### config.mk
export PLATFORM = sky130hd
export DESIGN_NAME = nw_strategy_arbiter
export DESIGN_NICKNAME = d
export VERILOG_FILES = /design/src/rtl/nw_strategy_arb_pkg.sv /design/src/rtl/nw_strategy_arbiter_rr_pick.sv /design/src/rtl/nw_strategy_arbiter.sv
export SDC_FILE = /design/constraint.sdc
export NUM_CORES = 1
export LEC_CHECK = 0
export CAP_MARGIN = 40
export CORE_MARGIN = 10
export CORE_UTILIZATION = 40
export DETAILED_ROUTE_END_ITERATION = 10
export PLACE_DENSITY_LB_ADDON = 0.08
export SYNTH_ARGS = -nofsm -noshare
export SYNTH_HDL_FRONTEND = slang
export SYNTH_SLANG_ARGS = --single-unit
export TNS_END_PERCENT = 50
### constraint.sdc
create_clock -name clk -period 6 [get_ports clk]
set_input_delay 1.8 -clock clk [delete_from_list [all_inputs] [get_ports clk]]
set_output_delay 1.8 -clock clk [all_outputs]
set_load 0.02 [all_outputs]
### src/rtl/nw_strategy_arb_pkg.sv
// Package: nw_strategy_arb_pkg
// Shared types and helpers for the strategy arbiter.
//   arb_strategy_e : run-time arbitration policy (RSVD behaves as RR)
//   arb_state_e    : arbiter FSM states
//   onehot2idx     : index of the set bit of a one-hot vector (up to MAX_REQ wide)
package nw_strategy_arb_pkg;

    localparam int unsigned MAX_REQ = 16;
    localparam int unsigned MAX_IDX_W = 4;

    typedef enum logic [1:0] {
        ARB_FIXED = 2'd0,
        ARB_RR    = 2'd1,
        ARB_WRR   = 2'd2,
        ARB_RSVD  = 2'd3
    } arb_strategy_e;

    typedef enum logic {
        ARB_IDLE  = 1'b0,
        ARB_GRANT = 1'b1
    } arb_state_e;

    // Returns 0 for an all-zero vector.
    function automatic logic [MAX_IDX_W-1:0] onehot2idx(input logic [MAX_REQ-1:0] vec);
        logic [MAX_IDX_W-1:0] idx;
        idx = '0;
        for (int i = 0; i < MAX_REQ; i++) begin
            if (vec[i]) idx = MAX_IDX_W'(i);
        end
        return idx;
    endfunction

endpackage

### src/rtl/nw_strategy_arbiter_rr_pick.sv
// Module: nw_arb_rr_pick
// Combinational masked round-robin picker.
//   vec : candidate vector
//   ptr : last winner; search starts at ptr+1 and wraps N-1 -> 0
//   win : one-hot winner (zero when vec is zero)
// With ptr = N-1 the search starts at 0, giving fixed lowest-index priority.
module nw_arb_rr_pick #(
    parameter int unsigned N = 4
) (
    input  logic [N-1:0]         vec,
    input  logic [$clog2(N)-1:0] ptr,
    output logic [N-1:0]         win
);

    localparam int unsigned W = $clog2(N);

    logic         found;
    logic [W-1:0] idx;

    always_comb begin
        win   = '0;
        found = 1'b0;
        idx   = '0;
        for (int unsigned k = 1; k <= N; k++) begin
            idx = W'((32'(ptr) + k) % N);
            if (!found && vec[idx]) begin
                win[idx] = 1'b1;
                found    = 1'b1;
            end
        end
    end

endmodule

### src/rtl/nw_strategy_arbiter.sv
// Module: nw_strategy_arbiter
// N-requester arbiter for one shared resource with a run-time selectable policy
// (fixed priority, round robin, weighted round robin). Owns the grant and its release.
// Ports:
//   clk, rst        : clock, asynchronous active-high reset
//   req_i           : request vector, held until done_i or abandoned
//   done_i          : owner finished; releases the grant
//   cfg_strategy_i  : 0=FIXED 1=RR 2=WRR 3=reserved (RR)
//   cfg_weight_i    : per-requester weight, 0 treated as 1
//   cfg_apply_i     : pulse; latch strategy/weights into shadow registers
//   gnt_o, gnt_id_o : registered one-hot grant and owner index (0 when idle)
//   busy_o          : resource granted
//   cfg_pend_o      : shadow config latched but not yet active
// Optional build macro NW_STRATEGY_ARB_STATS_EN adds stat_clr_i / stat_cnt_o
// (saturating per-requester grant counters).
module nw_strategy_arbiter
    import nw_strategy_arb_pkg::*;
#(
    parameter int unsigned N_REQ = 4,
    parameter int unsigned WGT_W = 4,
    parameter int unsigned CNT_W = 16
) (
    input  logic                     clk,
    input  logic                     rst,
    input  logic [N_REQ-1:0]         req_i,
    input  logic                     done_i,
    input  logic [1:0]               cfg_strategy_i,
    input  logic [N_REQ*WGT_W-1:0]   cfg_weight_i,
    input  logic                     cfg_apply_i,
    output logic [N_REQ-1:0]         gnt_o,
    output logic [$clog2(N_REQ)-1:0] gnt_id_o,
    output logic                     busy_o,
`ifdef NW_STRATEGY_ARB_STATS_EN
    input  logic                     stat_clr_i,
    output logic [N_REQ*CNT_W-1:0]   stat_cnt_o,
`endif
    output logic                     cfg_pend_o
);

    localparam int unsigned IDX_W = $clog2(N_REQ);
    localparam logic [N_REQ*WGT_W-1:0] WGT_ONES = {N_REQ{WGT_W'(1)}};

    if (N_REQ < 2 || N_REQ > MAX_REQ || WGT_W < 1 || CNT_W < 1) begin : g_param_check
        $error("nw_strategy_arbiter: parameter out of range");
    end

    arb_state_e            state_q;
    logic [N_REQ-1:0]      gnt_q;
    logic [IDX_W-1:0]      gnt_id_q;
    logic [IDX_W-1:0]      rr_ptr_q;
    arb_strategy_e         strat_q;
    arb_strategy_e         shd_strat_q;
    logic [N_REQ*WGT_W-1:0] wgt_q;
    logic [N_REQ*WGT_W-1:0] shd_wgt_q;
    logic                  pend_q;
    logic [WGT_W-1:0]      cred_q [N_REQ];

    logic                  owner_req;
    logic                  release_pt;
    logic                  arb_pt;
    logic                  take_cfg;
    logic                  reload;
    logic                  grant_fire;
    arb_strategy_e         eff_strat;
    logic [N_REQ*WGT_W-1:0] eff_wgt;
    logic [WGT_W-1:0]      load_val  [N_REQ];
    logic [WGT_W-1:0]      cred_base [N_REQ];
    logic [WGT_W-1:0]      cred_d    [N_REQ];
    logic [N_REQ-1:0]      cand;
    logic [N_REQ-1:0]      pick_vec;
    logic [IDX_W-1:0]      pick_ptr;
    logic [N_REQ-1:0]      win;
    logic [IDX_W-1:0]      win_id;
    logic [MAX_REQ-1:0]    win_ext;

    // Arbitration point: idle, or the owner releases this cycle. A pending config
    // becomes effective here, so the pick in this same cycle already uses it.
    always_comb begin
        owner_req  = req_i[gnt_id_q];
        release_pt = (state_q == ARB_GRANT) && (done_i || !owner_req);
        arb_pt     = (state_q == ARB_IDLE) || release_pt;
        take_cfg   = arb_pt && pend_q;
        eff_strat  = take_cfg ? shd_strat_q : strat_q;
        eff_wgt    = take_cfg ? shd_wgt_q : wgt_q;
        for (int i = 0; i < int'(N_REQ); i++) begin
            load_val[i] = eff_wgt[i*WGT_W +: WGT_W];
            if (load_val[i] == '0) load_val[i] = WGT_W'(1);
            cred_base[i] = take_cfg ? load_val[i] : cred_q[i];
            cand[i]      = req_i[i] && (cred_base[i] != '0);
        end
        // WRR with every requester out of credit: reload and pick in the same cycle.
        reload   = (eff_strat == ARB_WRR) && (cand == '0) && (req_i != '0);
        pick_vec = req_i;
        if (eff_strat == ARB_WRR && !reload) pick_vec = cand;
        pick_ptr   = (eff_strat == ARB_FIXED) ? IDX_W'(N_REQ - 1) : rr_ptr_q;
        grant_fire = arb_pt && (req_i != '0);
    end

    nw_arb_rr_pick #(
        .N   (N_REQ)
    ) u_pick (
        .vec (pick_vec),
        .ptr (pick_ptr),
        .win (win)
    );

    always_comb begin
        win_ext              = '0;
        win_ext[N_REQ-1:0]   = win;
        win_id               = IDX_W'(onehot2idx(win_ext));
        for (int i = 0; i < int'(N_REQ); i++) begin
            cred_d[i] = cred_q[i];
            if (arb_pt) begin
                cred_d[i] = reload ? load_val[i] : cred_base[i];
                if (eff_strat == ARB_WRR && grant_fire && win[i]) begin
                    cred_d[i] = cred_d[i] - WGT_W'(1);
                end
            end
        end
    end

    always_ff @(posedge clk or posedge rst) begin
        if (rst) begin
            state_q     <= ARB_IDLE;
            gnt_q       <= '0;
            gnt_id_q    <= '0;
            rr_ptr_q    <= IDX_W'(N_REQ - 1);
            strat_q     <= ARB_RR;
            shd_strat_q <= ARB_RR;
            wgt_q       <= WGT_ONES;
            shd_wgt_q   <= WGT_ONES;
            pend_q      <= 1'b0;
            for (int i = 0; i < int'(N_REQ); i++) cred_q[i] <= '0;
        end else begin
            if (arb_pt) begin
                if (grant_fire) begin
                    state_q  <= ARB_GRANT;
                    gnt_q    <= win;
                    gnt_id_q <= win_id;
                    rr_ptr_q <= win_id;
                end else begin
                    state_q  <= ARB_IDLE;
                    gnt_q    <= '0;
                    gnt_id_q <= '0;
                end
            end
            if (take_cfg) begin
                strat_q <= shd_strat_q;
                wgt_q   <= shd_wgt_q;
            end
            // A new apply in the same cycle keeps the pending flag for the newer value.
            if (cfg_apply_i) begin
                shd_strat_q <= arb_strategy_e'(cfg_strategy_i);
                shd_wgt_q   <= cfg_weight_i;
                pend_q      <= 1'b1;
            end else if (take_cfg) begin
                pend_q <= 1'b0;
            end
            for (int i = 0; i < int'(N_REQ); i++) cred_q[i] <= cred_d[i];
        end
    end

    assign gnt_o      = gnt_q;
    assign gnt_id_o   = gnt_id_q;
    assign busy_o     = (state_q == ARB_GRANT);
    assign cfg_pend_o = pend_q;

`ifdef NW_STRATEGY_ARB_STATS_EN
    logic [CNT_W-1:0] cnt_q [N_REQ];

    // Clear wins over a same-cycle increment; counters stick at all-ones.
    always_ff @(posedge clk or posedge rst) begin
        if (rst) begin
            for (int i = 0; i < int'(N_REQ); i++) cnt_q[i] <= '0;
        end else begin
            for (int i = 0; i < int'(N_REQ); i++) begin
                if (stat_clr_i) begin
                    cnt_q[i] <= '0;
                end else if (grant_fire && win[i] && cnt_q[i] != '1) begin
                    cnt_q[i] <= cnt_q[i] + CNT_W'(1);
                end
            end
        end
    end

    always_comb begin
        stat_cnt_o = '0;
        for (int i = 0; i < int'(N_REQ); i++) stat_cnt_o[i*CNT_W +: CNT_W] = cnt_q[i];
    end
`endif

endmodule
# After elaboration in Yosys (flattened, before gate mapping)

Cells that the tools add are included.

Register bits: 62
Output and inout port bits: 8

Add/sub/neg operators: 8
Order comparisons: 9
Eq/ne operators: 1
Mux-type cells: 53
Bitwise gates (word level): 4
Reductions and logical operators: 42

Operator list:

| cell                                                              | number |
|---|---|
| two-way mux 4 bit                                                 | 22 |
| logical AND 1 bit                                                 | 22 |
| zero test 4 bit                                                   | 5 |
| nonzero test 4 bit                                                | 5 |
| two-way mux 1 bit                                                 | 16 |
| two-way mux 16 bit                                                | 1 |
| subtractor 4 x 1 -> 4 bit, second input constant                  | 4 |
| less-than comparator 2 x 3 -> 1 bit, second input constant        | 5 |
| bitwise OR 4 bit                                                  | 3 |
| binary-select mux 1 bit (select 2 bit)                            | 5 |
| two-way mux 2 bit                                                 | 5 |
| demux 1 bit (select 2 bit)                                        | 4 |
| greater-or-equal comparator 2 x 1 -> 1 bit, second input constant | 4 |
| zero test 1 bit                                                   | 5 |
| adder 2 x 1 -> 2 bit, second input constant                       | 2 |
| adder 2 bit, second input constant                                | 2 |
| equality test 2 bit, second input constant                        | 1 |
| zero test 2 bit                                                   | 1 |
| logical OR 1 bit                                                  | 2 |
| AND reduction 2 bit                                               | 1 |
| nonzero test 2 bit                                                | 1 |
| inverter 1 bit                                                    | 1 |

# Longest topological paths before layout

Depth in word-level cells: 35
Depth in mapped cells: 14

# By module

Synthesis repeated with hierarchy kept, for this count alone.

Cells, all modules: 416
Area total of the unflattened synthesis: 4075.2 um^2

By module, submodules not included:

| module              | times used | cells an instance | area each (um^2) | seq. area each (um^2) |
|---|---|---|---|---|
| nw_strategy_arbiter | 1          | 378               | 3717.3           | 1566.5 |
| nw_arb_rr_pick      | 1          | 38                | 357.8            | 0.0 |

# Least setup slack after synthesis

OpenSTA, ideal clock, no wires.

Kind: in2reg
Start: input req_i[2]
End: register cred_q[14] in the netlist's numbering
Setup time: 82 ps
Arrival time: 5115 ps
Path slack: 803 ps
Stages: 12
Buffers on the path: 0
Cell sequence: mux2_4 -> a221o_1 -> a221oi_2 -> inv_1 -> ha_1 -> and4_1 -> a32oi_1 -> nand4_4 -> o22ai_4 -> o31ai_4 -> or4_1 -> a31oi_1

Cells in the longest elaborated chain, start to end: 33
Elaborated cells between the ends (all ways): 93

RTL lines:

| what                                    | RTL line                          | text |
|---|---|---|
| from (decl)                             | nw_strategy_arbiter.sv:25         | `input logic [N_REQ-1:0] req_i,` |
| binary-select mux 1 bit (select 2 bit)  | nw_strategy_arbiter.sv:79         | `owner_req = req_i[gnt_id_q];` |
| two-way mux 1 bit (implied by the code) | nw_strategy_arbiter.sv:79         |  |
| zero test 1 bit                         | nw_strategy_arbiter.sv:80         | `release_pt = (state_q == ARB_GRANT) && (done_i \|\| !owner_req);` |
| logical OR 1 bit                        | nw_strategy_arbiter.sv:80         |  |
| logical AND 1 bit                       | nw_strategy_arbiter.sv:80         |  |
| logical OR 1 bit                        | nw_strategy_arbiter.sv:81         | `arb_pt = (state_q == ARB_IDLE) \|\| release_pt;` |
| logical AND 1 bit                       | nw_strategy_arbiter.sv:82         | `take_cfg = arb_pt && pend_q;` |
| two-way mux 16 bit                      | n/a                               |  |
| [... 17 more ...]                       | n/a                               |  |
| zero test 1 bit                         | nw_strategy_arbiter_rr_pick.sv:26 | `if (!found && vec[idx]) begin` |
| logical AND 1 bit                       | nw_strategy_arbiter_rr_pick.sv:26 |  |
| two-way mux 1 bit                       | nw_strategy_arbiter_rr_pick.sv:26 |  |
| zero test 1 bit                         | nw_strategy_arbiter_rr_pick.sv:26 |  |
| logical AND 1 bit                       | nw_strategy_arbiter_rr_pick.sv:26 |  |
| two-way mux 4 bit                       | nw_strategy_arbiter_rr_pick.sv:26 |  |
| logical AND 1 bit                       | nw_strategy_arbiter.sv:115        | `if (eff_strat == ARB_WRR && grant_fire && win[i]) begin` |
| two-way mux 4 bit                       | nw_strategy_arbiter.sv:115        |  |
| to (decl)                               | nw_strategy_arbiter.sv:56         | `logic [WGT_W-1:0] cred_q [N_REQ];` |

Several ways; a longest one is shown, not always the timed one. The select of a mux whose other input is x is not followed.
A chain may end at the register's enable or synchronous reset.

# Final worst setup path

Start: input req_i[0]
End: register gnt_id_q[1] (netlist: gnt_id_o[1])

Cells in the longest elaborated chain, start to end: 34
Elaborated cells between the ends (all ways): 91

RTL lines:

| what                                    | RTL line                          | text |
|---|---|---|
| binary-select mux 1 bit (select 2 bit)  | nw_strategy_arbiter.sv:79         |  |
| two-way mux 1 bit (implied by the code) | nw_strategy_arbiter.sv:79         |  |
| zero test 1 bit                         | nw_strategy_arbiter.sv:80         |  |
| logical OR 1 bit                        | nw_strategy_arbiter.sv:80         |  |
| logical AND 1 bit                       | nw_strategy_arbiter.sv:80         |  |
| logical OR 1 bit                        | nw_strategy_arbiter.sv:81         |  |
| logical AND 1 bit                       | nw_strategy_arbiter.sv:82         |  |
| two-way mux 16 bit                      | n/a                               |  |
| [... 17 more ...]                       | n/a                               |  |
| zero test 1 bit                         | nw_strategy_arbiter_rr_pick.sv:26 |  |
| logical AND 1 bit                       | nw_strategy_arbiter_rr_pick.sv:26 |  |
| two-way mux 1 bit                       | nw_strategy_arbiter_rr_pick.sv:26 |  |
| zero test 1 bit                         | nw_strategy_arbiter_rr_pick.sv:26 |  |
| logical AND 1 bit                       | nw_strategy_arbiter_rr_pick.sv:26 |  |
| two-way mux 4 bit                       | nw_strategy_arbiter_rr_pick.sv:26 |  |
| two-way mux 2 bit (2 in a row)          | nw_strategy_arb_pkg.sv:28         | `if (vec[i]) idx = MAX_IDX_W'(i);` |
| two-way mux 2 bit                       | nw_strategy_arbiter.sv:136        | `if (grant_fire) begin` |
| to (signal assigned)                    | nw_strategy_arbiter.sv:139        | `gnt_id_q <= win_id;` |
| to (decl)                               | nw_strategy_arbiter.sv:49         | `logic [IDX_W-1:0] gnt_id_q;` |

Several ways; a longest one is shown, not always the timed one. The select of a mux whose other input is x is not followed.

==> results.py <==
metrics = {
    "yosys": {
        "post_synth_main_area_contributors": "dfrtp_1 (31%), dfstp_2 (7.9%), nand2_1 (7.7%)",
        "net_count_of_the_mapped_netlist": 464,
        "synth_largest_type_area_fraction": 0.315,
        "synth_enable_flop_cells": 0,
        "ys.flop_type": "dfrtp_1",
        "synth_sequential_area_ratio": 0.394,
        "yosys.area.top_type": "dfrtp_1",
        "ys_seq_elements": 62,
        "synthesis.instances": 426,
        "synth_area_um2": 3970,
        "share_of_async_settable_or_async_resettable_flops_after_synthesis": 1.00,
        "synthDistinctLibCells": 73,
        "yosys_warnings": 0,
        "post_synth.cell_area_avg_um2": 9.33,
    },
    "route": {
        "detailedRoute.firstIterationViolations": 181,
        "routed_wl_mm": 9.63,
        "wirelength_met1_mm": 4.81,
        "avgViaCountPerCell": 5.38,
        "postRouteAntennaNets": 0,
        "detailedRoute.firstPassIterationCount": 5,
        "routed_wire_length_per_instance_um": 15.9,
        "met2_wire_length_mm": 4.23,
        "vias": 3255,
        "drc": 0,
        "routed.top_layer": "met4",
        "route.met3.wl_um": 540,
    },
    "cts": {
        "holdBufCountCts": 0,
        "cts_repair_resize_count": 0,
        "cts_htree_levels": 3,
        "post_cts.repair.setup_buffers": 0,
        "numCtsBuffers": 9,
        "cts_buffer_depth": 2,
        "buffer_cell_driving_the_clock_tree_root": "clkbuf_8",
        "cts_sink_count": 62,
        "cts_tree": "yes",
        "clkTransAtPathRegs_ns": 0.07,
        "clk_latency_ns": 0.34,
    },
    "cells_and_area": {
        "antenna_cells": 0,
        "fillers": 978,
        "fin_nets": 505,
        "layout.cells.most_common_list": "nand2_1 (81), dfrtp_1 (50), nor2_1 (33), clkdlybuf4s50_1 (33)",
        "drive_above_1_share": 0.199,
        "layout.area.seq_um2": 1570,
        "final_core_utilization": 0.483,
        "layout.cells.most_common": "nand2_1",
        "syn_to_final_growth_pct": 18.3,
        "multi_input_combinational_cell_area_um2": 2230,
    },
    "power": {
        "power.ir.vdd_worst_mv": 0.236,
        "swShare": 0.430,
        "seq_power_share": 0.300,
        "static-leakage-power_uw": 0.00195,
        "pwr_density_cell_nw_per_um2": 494,
        "proportion_of_power_drawn_by_combinational_gates": 0.525,
        "p_int_uw": 1320,
        "switchingPower_uw": 998,
        "clkPwrFrac": 0.175,
    },
    "setup_path": {
        "nature_of_the_critical_path_startpoint": "primary input",
        "critical_path_arrival_ns": 5.58,
        "worstRegToRegCells": 13,
        "crit-reg2reg-capture": "gnt_id_o[1]",
        "required_time_of_the_critical_path_ns": 6.22,
        "critical_path.slowest_cell": "nor3_1",
        "start_point_of_the_critical_path": "req_i[0]",
        "crit_path_end": "gnt_id_o[1]",
        "critical_path.cell_chain": "clkdlybuf4s50_1, mux2_4, a221o_1, a221oi_2, inv_1, ha_1, and4_1, a32oi_1, nand4_4, nand2_1, o22ai_2, nor3_1, nand2_1, a22o_1",
        "critical_path_most_common_cell": "nand2_1",
        "slowest_stage_delay_cp_ns": 0.55,
        "worst-path-max-fanout": 8,
        "crit-reg2reg-launch": "gnt_id_o[0]",
        "worst-setup-path-type": "in2reg",
        "setup.reg_to_reg.worst_slack_ns": 2.17,
        "endpoint_kind_of_the_worst_setup_timing_path": "flip-flop",
    },
    "floorplanning": {
        "row_count": 36,
        "coreArea_um2": 9730,
        "chipHeight_um": 120,
        "floorplan.die.width_um": 120,
        "floorplan.die_area_um2": 14300,
        "boundaryPins": 34,
        "initial_utilization": 0.408,
    },
    "sta": {
        "timing.final.setup_violations": 0,
        "totalNegativeSetupSlack_ns": 0,
        "drv_slew": 0,
        "fmax_mhz": 187,
        "timing.final.crit_period_ns": 5.35,
        "timing.final.ws_setup_ns": 0.646,
        "grt_setup_unrepaired": "false",
        "period_share": 0.892,
        "fin_worst_skew_ns": 0.0115,
        "timing_hold_violations_final": 0,
        "tightest_slew_ns": 0.827,
        "worst_slew_margin_rel": 0.447,
    },
    "hold_path": {
        "min_path_type": "reg2reg",
        "min-delay-start": "wgt_q[8]",
    },
    "global_route": {
        "grt_pass1_wl_mm": 16.0,
        "grt_antenna_before_repair": 0,
        "grt_max_degree": 63,
        "first_global_vias": 3195,
        "grt_overflow_total": 0,
        "groute.usage.overall": 0.134,
    },
    "status": {
        "status": "completed",
    },
    "placed_design": {
        "detailedPlace.worstSlack_ns": 0.298,
        "place.detailed.hpwl_mm": 7.08,
        "place_congestion": 0.856,
        "port_buffers": 33,
    },
    "flow_run": {
        "drv.max_cap_violation_count": 0,
    },
}
-- flip-flops by register name, indices dropped and copies added (netlist names) --
name	flops
cfg_pend_o	1
gnt_o	4
shd_strat_q	2
busy_o	1
shd_wgt_q	16
strat_q	2
gnt_id_o	2
wgt_q	16
cred_q	16
rr_ptr_q	2
-- synth_stat cells, types with 5 or more instances --
master    instances
mux2i_1          13
inv_1            20
o21ai_1           6
dfstp_2          12
ha_1             12
nor2_1           33
mux2_2           17
nand3_1          10
a31oi_1           5
a21oi_1          10
clkbuf_1          9
nand2_1          81
nor3_1           15
o21a_1            7
dfrtp_1          50
o21ai_0          19
-- metal layers --
metal,up-vias,global-route usage
met4,0,0.0370
met3,2,0.0309
met1,1563,0.186
met2,79,0.203
li1,1611,-
met5,-,0
-- power groups by stage --
stage | Sequential [uW] | Clock (uW) | Combinational (uW)
5_1_grt | 716 | 437 | 1360
3_5_place_dp | 705 | 0 | 1220
2_1_floorplan | 686 | 0 | 925
4_1_cts | 698 | 418 | 1220
3_3_place_gp | 704 | 0 | 1200
6_report | 697 | 406 | 1220
-- final cells by class --
cell class	instances	area share
Tap cell	133	0.0354
Clock inverter	5	0.0176
Inverter	21	0.0178
Timing Repair Buffer	47	0.0927
Clock buffer	11	0.0280
Sequential cell	62	0.333
Multi-Input combinational cell	326	0.475
-- kinds of logic after synthesis --
family	synth area share
buf+inv	0.0438
xor+xnor	0.00662
simple gates	0.216
compound gates	0.213
flops	0.394
fa+ha+maj	0.0378
mux	0.0885
-- worst max-delay path: cells and delay by family --
family | cells | cell delay (ns)
muxes | 1 | 0.37
buffers and inverters | 2 | 0.65
AOI/OAI and AO/OA | 5 | 1.20
and+or+nand+nor | 5 | 1.19
adders and majority gates | 1 | 0.37
-- worst min-delay path by stage --
stage               cells after the start         to  slack (ns)
finish                                  2   wgt_q[8]        0.46
global route                            2   wgt_q[8]        0.49
CTS                                     2   wgt_q[8]        0.46
detailed placement                      2   wgt_q[8]        0.45
global placement                        2   wgt_q[8]        0.45
floorplan                               2  wgt_q[12]        0.44
-- metrics by stage --
stage          instance area, um^2  hold slack (ns)  std cells  power (uW)
2_1_floorplan                 3970            0.436        426        1610
3_5_place_dp                  4480            0.447        589        1920
3_3_place_gp                  4480            0.446        589        1900
4_1_cts                       4700            0.460        605        2340
5_1_grt                       4700            0.486        605        2510
6_report                      4700            0.459        605        2320
No activity file was read; power rests on OpenSTA's default activity.
